### config.mk
export PLATFORM = sky130hd
export DESIGN_NAME = ean13_result_arbiter
export DESIGN_NICKNAME = d
export VERILOG_FILES = /design/src/rtl/ean13_result_arbiter_pkg.sv /design/src/rtl/ean13_result_arbiter_checksum_seq.sv /design/src/rtl/ean13_result_arbiter.sv
export SDC_FILE = /design/constraint.sdc
export NUM_CORES = 1
export LEC_CHECK = 0
export ABC_AREA = 0
export BUFFER_PORTS_ARGS = -buffer_cell sky130_fd_sc_hd__buf_4
export CAP_MARGIN = 20
export CORE_ASPECT_RATIO = 0.8
export CORE_MARGIN = 8
export CORE_UTILIZATION = 40
export DETAILED_ROUTE_END_ITERATION = 8
export PLACE_DENSITY = 0.64
export SLEW_MARGIN = 20
export SYNTH_ARGS = -nofsm -noshare
export SYNTH_HDL_FRONTEND = slang
export SYNTH_HIERARCHICAL = 1
export SYNTH_SLANG_ARGS = --single-unit
### constraint.sdc
create_clock -name iClk -period 13.7 [get_ports iClk]
set_input_delay 4.11 -clock iClk [delete_from_list [all_inputs] [get_ports iClk]]
set_output_delay 4.11 -clock iClk [all_outputs]
set_load 0.01 [all_outputs]
### src/rtl/ean13_result_arbiter_pkg.sv
// Shared types and helpers for the EAN-13 result arbiter: one-hot FSM states,
// code geometry, checksum weighting and mod-10 reduction.
package ean13_result_arbiter_pkg;

  localparam int EAN_DIGITS = 13;
  localparam int CODE_W     = 4 * EAN_DIGITS;

  typedef enum logic [3:0] {
    ST_IDLE    = 4'b0001,
    ST_CHECK   = 4'b0010,
    ST_VOTE    = 4'b0100,
    ST_PUBLISH = 4'b1000
  } arbState_t;

  // Leading digit (index 0) has weight 1, then 3,1,3,... ending on weight 1.
  function automatic logic [1:0] digitWeight(input logic [3:0] idx);
    return idx[0] ? 2'd3 : 2'd1;
  endfunction

  // Compare/subtract chain; exact for any sum below 60.
  function automatic logic [3:0] mod10(input logic [5:0] sum);
    logic [5:0] s;
    s = sum;
    if (s >= 6'd40) s = s - 6'd40;
    if (s >= 6'd20) s = s - 6'd20;
    if (s >= 6'd10) s = s - 6'd10;
    return s[3:0];
  endfunction

endpackage

### src/rtl/ean13_result_arbiter_checksum_seq.sv
// Serial EAN-13 check-digit datapath: one digit per cycle after start, leading digit first.
module ean13_checksum_seq
  import ean13_result_arbiter_pkg::*;
(
  input  logic       iClk,
  input  logic       iRstN,
  input  logic       start,
  input  logic [3:0] digit,
  output logic [3:0] digitIdx,
  output logic       done,
  output logic       ok
);

  logic [3:0] acc;
  logic       bad;
  logic       busy;
  logic [5:0] sum;

  always_comb begin
    sum = 6'(acc) + 6'(digitWeight(digitIdx)) * 6'(digit);
  end

  // done flags the cycle consuming the last digit; ok is meaningful the cycle after.
  assign done = busy && (digitIdx == 4'(EAN_DIGITS - 1));
  assign ok   = (acc == 4'd0) && !bad;

  // NOTE: sequential state uses non-blocking assignments so every register samples pre-edge values.
  always_ff @(posedge iClk or negedge iRstN) begin
    if (!iRstN) begin
      acc      <= '0;
      bad      <= 1'b0;
      busy     <= 1'b0;
      digitIdx <= '0;
    end else if (start) begin
      acc      <= '0;
      bad      <= 1'b0;
      busy     <= 1'b1;
      digitIdx <= '0;
    end else if (busy) begin
      acc      <= mod10(sum);
      bad      <= bad | (digit > 4'd9);
      digitIdx <= digitIdx + 4'd1;
      if (done) busy <= 1'b0;
    end
  end

endmodule

### src/rtl/ean13_result_arbiter.sv
// EAN-13 scan sequencer: line window, capture, serial check digit, vote and publish.
// Define EAN_ARB_STATS_EN to add the oStatOk/oStatErr/oStatDrop saturating counters.
module ean13_result_arbiter
  import ean13_result_arbiter_pkg::*;
#(
  parameter int LINE_FIRST  = 4,
  parameter int LINE_LAST   = 11,
  parameter int VOTE_COUNT  = 3,
  parameter int HOLD_FRAMES = 2
) (
  input  logic              iClk,
  input  logic              iRstN,
  input  logic              iFrameStart,
  input  logic              iLineStart,
  input  logic              iNewData,
  input  logic [CODE_W-1:0] iDataCode,
  output logic              oScanEnable,
  output logic [CODE_W-1:0] oCode,
  output logic              oValid,
  input  logic              iReady,
  output logic              oChkErr,
  output logic              oDrop
`ifdef EAN_ARB_STATS_EN
  ,
  output logic [15:0]       oStatOk,
  output logic [15:0]       oStatErr,
  output logic [15:0]       oStatDrop
`endif
);

  arbState_t         state;
  logic              newPrev;
  logic              newEdge;
  logic [4:0]        lineCnt;
  logic [CODE_W-1:0] capReg;
  logic [CODE_W-1:0] cand;
  logic [CODE_W-1:0] lastPub;
  logic [3:0]        matchCnt;
  logic [3:0]        missCnt;
  logic [3:0]        voteCnt;
  logic              pubLock;
  logic              seenThisFrame;
  logic              chkStart;
  logic              chkDone;
  logic              chkOk;
  logic [3:0]        chkIdx;
  logic [3:0]        chkDigit;

  assign newEdge  = iNewData & ~newPrev;
  assign chkStart = (state == ST_IDLE) && newEdge;

  // NOTE: always_comb outputs get a default first so no path can infer a latch.
  always_comb begin
    chkDigit = '0;
    for (int i = 0; i < EAN_DIGITS; i++) begin
      if (chkIdx == 4'(i)) chkDigit = capReg[CODE_W-1-4*i -: 4];
    end
    voteCnt = 4'd1;
    if (capReg == cand) voteCnt = (matchCnt == 4'hF) ? matchCnt : matchCnt + 4'd1;
  end

  ean13_checksum_seq uChecksum (
    .iClk    (iClk),
    .iRstN   (iRstN),
    .start   (chkStart),
    .digit   (chkDigit),
    .digitIdx(chkIdx),
    .done    (chkDone),
    .ok      (chkOk)
  );

  always_ff @(posedge iClk or negedge iRstN) begin
    if (!iRstN) begin
      state         <= ST_IDLE;
      newPrev       <= 1'b0;
      lineCnt       <= '0;
      oScanEnable   <= 1'b0;
      capReg        <= '0;
      cand          <= '0;
      lastPub       <= '0;
      matchCnt      <= '0;
      missCnt       <= '0;
      pubLock       <= 1'b0;
      seenThisFrame <= 1'b0;
      oCode         <= '0;
      oValid        <= 1'b0;
      oChkErr       <= 1'b0;
      oDrop         <= 1'b0;
    end else begin
      newPrev     <= iNewData;
      oChkErr     <= 1'b0;
      oDrop       <= newEdge && (state != ST_IDLE);

      if (iFrameStart)                         lineCnt <= '0;
      else if (iLineStart && lineCnt != 5'd31) lineCnt <= lineCnt + 5'd1;
      oScanEnable <= (lineCnt >= 5'(LINE_FIRST)) && (lineCnt <= 5'(LINE_LAST));

      // Hold-off: a published code stays locked until HOLD_FRAMES frames pass without it.
      if (iFrameStart) begin
        if (pubLock && !seenThisFrame) begin
          if (5'(missCnt) + 5'd1 >= 5'(HOLD_FRAMES)) begin
            pubLock <= 1'b0;
            missCnt <= '0;
          end else begin
            missCnt <= missCnt + 4'd1;
          end
        end else begin
          missCnt <= '0;
        end
        seenThisFrame <= 1'b0;
      end

      unique case (state)
        ST_IDLE: begin
          if (newEdge) begin
            capReg <= iDataCode;
            state  <= ST_CHECK;
          end
        end
        ST_CHECK: begin
          if (chkDone) state <= ST_VOTE;
        end
        ST_VOTE: begin
          state <= ST_IDLE;
          if (!chkOk) begin
            oChkErr <= 1'b1;
          end else begin
            cand     <= capReg;
            matchCnt <= voteCnt;
            if (pubLock && capReg == lastPub) begin
              seenThisFrame <= 1'b1;
            end else if (voteCnt == 4'(VOTE_COUNT)) begin
              oCode  <= capReg;
              oValid <= 1'b1;
              state  <= ST_PUBLISH;
            end
          end
        end
        ST_PUBLISH: begin
          if (iReady) begin
            oValid        <= 1'b0;
            lastPub       <= oCode;
            pubLock       <= 1'b1;
            matchCnt      <= '0;
            seenThisFrame <= 1'b1;
            state         <= ST_IDLE;
          end
        end
        default: state <= ST_IDLE;
      endcase
    end
  end

`ifdef EAN_ARB_STATS_EN
  always_ff @(posedge iClk or negedge iRstN) begin
    if (!iRstN) begin
      oStatOk   <= '0;
      oStatErr  <= '0;
      oStatDrop <= '0;
    end else begin
      if (oValid && iReady && oStatOk != 16'hFFFF) oStatOk   <= oStatOk + 16'd1;
      if (oChkErr && oStatErr != 16'hFFFF)         oStatErr  <= oStatErr + 16'd1;
      if (oDrop && oStatDrop != 16'hFFFF)          oStatDrop <= oStatDrop + 16'd1;
    end
  end
`endif

endmodule

After elaboration in Yosys (flattened, before gate mapping)
Index checks and enable logic that the tools add are counted.

Register bits after elaboration: 242. Input port bits: 58.

Add/sub/neg operators: 9. $mul: 1. Magnitude comparators: 7. Equal/unequal tests: 28. Multiplexer cells: 63. Bitwise operators: 4. Reductions and logical operators: 22.

Operators by type and width (number): $mux 4 (30); $eq 52x52->1 (2); $mux 6 (6); $eq 4x4->1 const B (7); $eq 4x3->1 const B (5); $mux 1 (20); $eq 4x2->1 const B (4); $pmux 4 s4 (1); $add 4x1->4 const B (3); $ne 2x2->1 const B (6); $mux 5 (2); $eq 4x1->1 const B (2); $logic_and 1x1->1 (8); $logic_not 4->1 (2); $pmux 4 s2 (1); $add 4x6->6 (1); $ge 6x4->1 const B (1); $ge 6x5->1 const B (1); $ge 6x6->1 const B (1); $mul 2x4->6 (1); $reduce_and 2->1 (3); $reduce_and 3->1 (2); $reduce_bool 2->1 (3); $sub 6x5->6 const B (1); other kinds (18) (21).

Logic depth before layout (Yosys ltp)
Gate-level depths: netlist of run 1.

Depth in word-level cells: 28. Gate-level depth with buffers: 25. Depth with buffers taken out: 25.

By module
The synthesis of run 1 kept the hierarchy.

Modules (own cells, without submodules): ean13_result_arbiter (times used 1, cells each 918, area each 11071.9 um^2); ean13_checksum_seq (times used 1, cells each 133, area each 1131.1 um^2).

Worst setup path before layout of run 1
No wires, ideal clock.

Path type: input-to-reg. Start point: input port iNewData. End point: register uChecksum.acc[3]. Library setup time: 67 ps. Data arrival time: 5701 ps. Required time: 13633 ps. Setup slack: 7932 ps. Stages: 9. Buffers on the path: 2. Path through: nor2b_1 -> nand2_1 -> inv_2 -> clkbuf_1 -> buf_6 -> or3_1 -> a2111o_1 -> a41oi_1 -> a311o_1.

Cells in the longest elaborated chain, start to end: 3.

RTL lines: from (decl) (line ean13_result_arbiter.sv:15) `input logic iNewData,`; $and 1x1->1 (*) (line ean13_result_arbiter.sv:49) `assign newEdge = iNewData & ~newPrev;`; $logic_and 1x1->1 (*) (line ean13_result_arbiter.sv:50) `assign chkStart = (state == ST_IDLE) && newEdge;`; named net chkStart (line ean13_result_arbiter.sv:43) `logic chkStart;`; $mux 4 / $reduce_bool 2->1 (equally long branches); to (signal assigned) (line ean13_result_arbiter_checksum_seq.sv:40) `acc <= mod10(sum);`; to (decl) (line ean13_result_arbiter_checksum_seq.sv:14) `logic [3:0] acc;`.

Mark *: on every way through the listed nets, which the timed path passes. The rest lies on a longest branch. A chain may end at the register's enable or synchronous reset.

Worst setup path in the final report of run 1
Start point: register uChecksum.digitIdx[1]. End point: register uChecksum.acc[3].

Cells in the longest elaborated chain, start to end: 28.

RTL lines: from (decl) (line ean13_result_arbiter_checksum_seq.sv:9) `output logic [3:0] digitIdx,`; from (signal assigned) (line ean13_result_arbiter_checksum_seq.sv:42) `digitIdx <= digitIdx + 4'd1;`; $logic_not 4->1 (line ean13_result_arbiter.sv:56) `if (chkIdx == 4'(i)) chkDigit = capReg[CODE_W-1-4*i -: 4];`; $mux 4 (12 in series) (line ean13_result_arbiter.sv:56); $mux 4 (*) (line ean13_result_arbiter.sv:56); named net chkDigit[2] (line ean13_result_arbiter.sv:47) `logic [3:0] chkDigit;`; $mul 2x4->6 (*) (line ean13_result_arbiter_checksum_seq.sv:20) `sum = 6'(acc) + 6'(digitWeight(digitIdx)) * 6'(digit);`; $add 4x6->6 (*) (line ean13_result_arbiter_checksum_seq.sv:20); $sub 6x6->6 / $ge 6x6->1 (equally long branches) (line ean13_result_arbiter_pkg.sv:24) `if (s >= 6'd40) s = s - 6'd40;`; $mux 6 (*) (line ean13_result_arbiter_pkg.sv:24); (+2 left out); $sub 6x5->6 / $ge 6x5->1 (equally long branches) (line ean13_result_arbiter_pkg.sv:25) `if (s >= 6'd20) s = s - 6'd20;`; $mux 6 (*) (line ean13_result_arbiter_pkg.sv:25); $mux 6 (*) (line ean13_result_arbiter_checksum_seq.sv:39) `end else if (busy) begin`; $mux 6 (*) (line ean13_result_arbiter_checksum_seq.sv:34) `end else if (start) begin`; $ge 6x4->1 / $sub 4x4->4 (equally long branches) (line ean13_result_arbiter_pkg.sv:26) `if (s >= 6'd10) s = s - 6'd10;`; $mux 4 (*) (line ean13_result_arbiter_pkg.sv:26); $mux 4 (*) (line ean13_result_arbiter_checksum_seq.sv:39); $mux 4 (*) (line ean13_result_arbiter_checksum_seq.sv:34).

Mark *: on every way through the listed nets, which the timed path passes. The rest lies on a longest branch. The select of a mux whose other input is x is not followed.

==> results of run 1 <==
-- metrics by stage --
| stage | area, um2 | setup slack, ns | total power [W] | utilization | cells |
|---|---|---|---|---|---|
| after floorplan | 12200 | 7.93 | 0.00215 | - | 1051 |
| after global placement | 13400 | 7.58 | 0.00258 | 0.444 | 1548 |
| after detailed placement | 13400 | 7.46 | 0.00263 | 0.444 | 1548 |
| after CTS | 14300 | 7.50 | 0.00336 | 0.473 | 1595 |
| after global routing | 14300 | 7.18 | 0.00359 | 0.474 | 1596 |
| final | 14300 | 7.41 | 0.00337 | 0.474 | 1596 |
-- power by group through the flow --
| stage | Clock (W) | Sequential [W] | Combinational (W) |
|---|---|---|---|
| after detailed placement | 0 | 0.00104 | 0.00159 |
| after global placement | 0 | 0.00104 | 0.00154 |
| after global routing | 0.000764 | 0.00105 | 0.00178 |
| final | 0.000722 | 0.00103 | 0.00161 |
| after CTS | 0.000736 | 0.00103 | 0.00159 |
| after floorplan | 0 | 0.000947 | 0.00120 |
-- cells by family after synthesis --
logic type      Yosys count  share of synthesized area
mux                     171                      0.183
simple gates            367                      0.151
compound gates           82                     0.0462
buf+inv                  74                     0.0326
fa+ha+maj                19                     0.0219
flops                   242                      0.496
xor+xnor                 96                     0.0689
-- cells in the mapped netlist, types with 5 or more instances --
cell / n / share of area
nor2_1: 28 / 0.0086
a21oi_1: 13 / 0.0053
nand2b_1: 23 / 0.012
mux2_4: 48 / 0.059
mux4_2: 12 / 0.022
xor2_1: 37 / 0.027
and3_1: 5 / 0.0026
buf_12: 6 / 0.0098
nand4_1: 41 / 0.021
nor4_1: 25 / 0.013
nor3_1: 8 / 0.0033
mux2_2: 74 / 0.068
ha_1: 15 / 0.015
buf_1: 5 / 0.0015
or4_1: 6 / 0.0037
nand3_1: 10 / 0.0041
inv_1: 34 / 0.010
mux2_1: 28 / 0.026
o21ai_0: 25 / 0.010
nand2_1: 177 / 0.054
xnor2_1: 59 / 0.042
clkbuf_1: 22 / 0.0068
dfrtp_1: 241 / 0.49
nor2b_1: 15 / 0.0077
mux2i_1: 9 / 0.0074
-- layer usage --
layer	up-vias	global-route usage	wire length [um]
met4	0	0.0404	637
met5	-	0	0
met2	239	0.271	14000
met1	4296	0.278	16500
met3	44	0.0371	2080
li1	3914	-	-
-- final timing paths --
check / startpoint / end / cells after the start
max: uChecksum/digitIdx[1]$_DFFE_PN0P_ / uChecksum/acc[3]$_DFFE_PN0P_ / 20
max reg2reg: uChecksum/digitIdx[1]$_DFFE_PN0P_ / uChecksum/acc[3]$_DFFE_PN0P_ / 20
min: lineCnt[4]$_DFFE_PN0P_ / oScanEnable$_DFF_PN0_ / 1
max in group asynchronous: iRstN / cand[28]$_DFFE_PN0P_ / 2
min reg2reg: lineCnt[4]$_DFFE_PN0P_ / oScanEnable$_DFF_PN0_ / 1
min in group asynchronous: iRstN / capReg[40]$_DFFE_PN0P_ / 1
-- flip-flops by register name (all words and copies together) (netlist names), 4 cells and up --
signal,cells
capReg,52
state,4
cand,52
uChecksum/acc,4
oCode,52
matchCnt,4
uChecksum/digitIdx,4
missCnt,4
lineCnt,5
lastPub,52
-- layout make-up --
type | count | area share
sequential | 242 | 0.424
tap | 413 | 0.0361
clock inverter | 10 | 0.00674
inverter | 37 | 0.0101
clock buffer | 37 | 0.0555
timing repair buffer | 122 | 0.0660
multi-input combinational | 735 | 0.402
==> metrics.txt, run 1 <==
Fmax=0.159 GHz; Routed WL=33200 um; Primary FF master, synth=dfrtp_1; worst path bufs/invs=1; Post-route DRC=0; CP Max Fanout=18; CTS max path bufs=3; core box area=0.0302 mm2; n_diodes=0; LEAKAGE=7.16 nW; GPL Wtd Cong=0.907; sequential share of power=0.306; port bufs=113; part of the power in combinational logic=0.479; antenna violations before repair=0; WP data arrival=6.75 ns; Hold Slack=0.466 ns; DP HPWL=24100 um; DR WL/cell=20.8 um; gr usage total=0.185; via count=8493; area of the multi-input gates=0.00575 mm2; area of the mapped netlist=0.0122 mm2; setup TNS=0 ns; worst hold path class=reg -> reg; Net Sw Frac=0.432; most frequent cells in the layout=dfrtp_1, nand2_1, buf_4; TritonCTS Buffers=26; synth-to-layout area growth=17.2%; flops & latches, synth=242; CP most frequent cell=ha_1; layout cells sized above 1=0.274; post-route clock period utilization=0.459; Clock Root Buffer=clkbuf_16; Setup-failing EPs final=0; std cell rows=57; max_slew headroom=0.329; slowest stage delay, CP=0.93 ns; H-tree depth=1; Max-cap violations=0; Critical Path Start Type=flip-flop; drt first-iter violations=526; post-synthesis average cell area=11.6 um2; number of routed nets with antenna violations=0; run status=finished clean; Via density=5.32; total grt overflow=0; clock latency on the worst-skew pair=0.53 ns; die area=0.0364 mm2; reg-to-reg setup timing slack=7.41 ns; Post-synth EDFFs=0; Max rail drop VDD=0.000182 V; Yosys warning count=6; Worst setup EP type=flip-flop; CTS tree=built; clock-pin slew on the worst setup and hold paths=0.07 ns; Crit Path Category=reg -> reg; first-pass GRT wire length=52200 um; sequence of cells on the critical path=mux4_2 -> mux2i_1 -> o21ai_0 -> inv_1 -> nor2_1 -> fa_1 -> ha_1 -> and3_1 -> o21ai_0 -> nand2_1 -> ha_1 -> or2b_2 -> nor4b_1 -> a211o_1 -> nand2_1 -> ha_1 -> or3_1 -> a2111o_1 -> a41oi_1 -> a311o_1; Reg area=0.00606 mm2; Clk pwr share=0.215; I/O pin count=114; fillers=2786; CTS resizes=0; Worst Skew=0.0112 ns; vias in the first global route=8650; CP required=14.16 ns; register area share after synthesis=0.496; Power Density=235 mW/mm2; Final Hold Vio Count=0; Setup Buffers After CTS=0; Cells after Synth=1051; Die X-Extent=211 um; Worst-Margin Slew=1.01 ns; Slew Limit Fails=0; Min Clock Period, post-route=6.29 ns; FFs w/ async S/R, synth=1.00; largest net degree at the start of global routing=104; DR pass1 iterations=5; commonest non-fill, non-tap cell in the layout=dfrtp_1; Slowest-stage cell, CP=dfrtp_1; Net Switching=0.00145 W; Hold-fix buffers, CTS=0; Initial Util=0.405; post-synth cell types=76; RSZ-0062 raised after global routing=no; Sink Count=242; post-synthesis net count=1128; nets@finish=1241; chip height=172 um; cell family with most CP delay=simple AND/OR/NAND/NOR gates; Internal=0.00191 W
(Power assumes the default switching activity.)
==> inputs of run 2 (changes only) <==
Clock period 13.7 ns to 6.14 ns, I/O delays scaled along.
==> metrics.txt, run 2 (synthesis results as in run 1) <==
run status=finished clean (unchanged); Clock Root Buffer=clkbuf_16 (unchanged); Reg2Reg Capture Point=uChecksum/acc[3]$_DFFE_PN0P_ (unchanged); Worst path depth=21 (was 20); worst path bufs/invs=2 (was 1); core box area=0.0302 mm2 (unchanged); CP endpoint=uChecksum/acc[3]$_DFFE_PN0P_ (unchanged); CTS resizes=0 (unchanged); GPL Wtd Cong=0.928 (was 0.907); fin area=0.0143 mm2 (about the same); most frequent cells in the layout=dfrtp_1, nand2_1, buf_4 (unchanged); met2 usage=0.286 (was 0.271); CP required=6.60 ns (was 14.16 ns); Slew Limit Fails=0 (unchanged); post-route clock period utilization=0.932 (was 0.459); Power Density=525 mW/mm2 (was 235 mW/mm2); Hold-fix buffers, CTS=0 (unchanged); clock latency on the worst-skew pair=0.53 ns (about the same); via count=8562 (was 8493); LEAKAGE=7.18 nW (was 7.16 nW); chip height=172 um (unchanged); Worst setup EP type=flip-flop (unchanged); gr usage total=0.194 (was 0.185); CTS tree=built (unchanged); Post-route DRC=0 (unchanged); first-pass GRT wire length=54600 um (was 52200 um); RSZ-0062 raised after global routing=no (unchanged); Setup-failing EPs final=0 (unchanged); Routed WL=34700 um (was 33200 um); non-filler instance count after layout=1602 (was 1596); H-tree depth=1 (unchanged); DP HPWL=25700 um (was 24100 um); cell family with most CP delay=simple AND/OR/NAND/NOR gates (unchanged); dpl ws=0.242 ns (was 7.46 ns); Worst Skew=0.0184 ns (was 0.0112 ns); total grt overflow=0 (unchanged); Final Hold Vio Count=0 (unchanged); Setup Buffers After CTS=0 (unchanged); Worst Reg-to-Reg Cells=21 (was 20); Slowest-stage cell, CP=mux4_2 (was dfrtp_1); Max rail drop VDD=0.000443 V (was 0.000182 V); CP most frequent cell=ha_1 (unchanged); Finished Core Util=0.476 (was 0.474); Via density=5.34 (was 5.32); Critical Path Start Type=flip-flop (unchanged); reg2reg start=uChecksum/digitIdx[0]$_DFFE_PN0P_ (was uChecksum/digitIdx[1]$_DFFE_PN0P_); vias in the first global route=8677 (was 8650); CTS max path bufs=3 (unchanged); setup TNS=0 ns (unchanged); clock-pin slew on the worst setup and hold paths=0.07 ns (about the same); Initial Util=0.405 (unchanged); slowest stage delay, CP=0.54 ns (was 0.93 ns); synth-to-layout area growth=17.6% (was 17.2%); commonest non-fill, non-tap cell in the layout=dfrtp_1 (unchanged); drt first-iter violations=621 (was 526); WP data arrival=6.18 ns (was 6.75 ns); TritonCTS Buffers=25 (was 26); busiest grt layer=met1 (unchanged); port bufs=113 (unchanged); Max-cap violations=0 (unchanged); Min Clock Period, post-route=5.73 ns (was 6.29 ns); placed cell count=1557 (was 1548); CP startpoint=uChecksum/digitIdx[0]$_DFFE_PN0P_ (was uChecksum/digitIdx[1]$_DFFE_PN0P_); antenna violations before repair=1 (was 0); met3 usage=0.0422 (was 0.0371); met1 usage=0.289 (was 0.278); sequence of cells on the critical path=buf_12 -> mux4_2 -> mux2i_1 -> o21ai_0 -> inv_1 -> nor2_1 -> fa_1 -> ha_1 -> and3_1 -> o21ai_1 -> nand2_1 -> ha_1 -> or2b_2 -> nor4b_1 -> a211o_1 -> nand2_1 -> ha_1 -> or3_1 -> a2111o_1 -> a41oi_1 -> a311o_1 (was mux4_2 -> mux2i_1 -> o21ai_0 -> inv_1 -> nor2_1 -> fa_1 -> ha_1 -> and3_1 -> o21ai_0 -> nand2_1 -> ha_1 -> or2b_2 -> nor4b_1 -> a211o_1 -> nand2_1 -> ha_1 -> or3_1 -> a2111o_1 -> a41oi_1 -> a311o_1); reg-to-reg setup timing slack=0.41 ns (was 7.41 ns); Crit Path Category=reg -> reg (unchanged); Die X-Extent=211 um (unchanged); DR pass1 iterations=5 (unchanged); CP Max Fanout=21 (was 18); largest net degree at the start of global routing=115 (was 104); max_slew headroom=0.330 (was 0.329); std cell rows=57 (unchanged); DP Area=0.0135 mm2 (was 0.0134 mm2); Sink Count=242 (unchanged); fillers=2787 (was 2786); layout cells sized above 1=0.280 (was 0.274); worst hold path class=reg -> reg (unchanged); I/O pin count=114 (unchanged); Worst-Margin Slew=1.00 ns (was 1.01 ns); DR WL/cell=21.6 um (was 20.8 um); n_diodes=0 (unchanged); die area=0.0364 mm2 (unchanged); nets@finish=1248 (was 1241); final setup margin=0.414 ns (was 7.41 ns); Fmax=0.175 GHz (was 0.159 GHz); number of routed nets with antenna violations=0 (unchanged)
## run 2: per-stage QoR
stage | total power, W | hold slack, ns
after global placement | 0.00590 | 0.453
final | 0.00753 | 0.478
after floorplan | 0.00479 | 0.427
after global routing | 0.00808 | 0.510
after detailed placement | 0.00590 | 0.466
after CTS | 0.00752 | 0.478
## run 2: where the power goes
group | switching [W] | internal, W | total, W
Clock | 0.000636 | 0.000944 | 0.00158
Sequential | 0.000430 | 0.00182 | 0.00225
Combinational | 0.00216 | 0.00154 | 0.00370
Total | 0.00323 | 0.00430 | 0.00753
## run 2: cell type report
cell class              instances  area (um2)  area share
well taps                     413         517      0.0360
multi-input cells             735        5760       0.401
clock buffers                  32         712      0.0496
repair buffers                130        1010      0.0703
clock inverters                13         149      0.0104
flip-flops and latches        242        6060       0.422
inverters                      37         144      0.0100
## run 2: worst min path at each step
stage,to,start,slack (ns),cells past startpoint
after global placement,oScanEnable$_DFF_PN0_,lineCnt[4]$_DFFE_PN0P_,0.45,1
after floorplan,oScanEnable$_DFF_PN0_,lineCnt[4]$_DFFE_PN0P_,0.43,1
after global routing,oScanEnable$_DFF_PN0_,lineCnt[4]$_DFFE_PN0P_,0.51,1
final,oScanEnable$_DFF_PN0_,lineCnt[4]$_DFFE_PN0P_,0.48,1
after detailed placement,oScanEnable$_DFF_PN0_,lineCnt[4]$_DFFE_PN0P_,0.47,1
after CTS,oScanEnable$_DFF_PN0_,lineCnt[4]$_DFFE_PN0P_,0.48,1
## run 2: metal layers
| metal | vias up | wire (um) |
|---|---|---|
| met2 | 253 | 14900 |
| met3 | 34 | 2360 |
| li1 | 3929 | - |
| met5 | - | 0 |
| met1 | 4346 | 16800 |
| met4 | 0 | 621 |
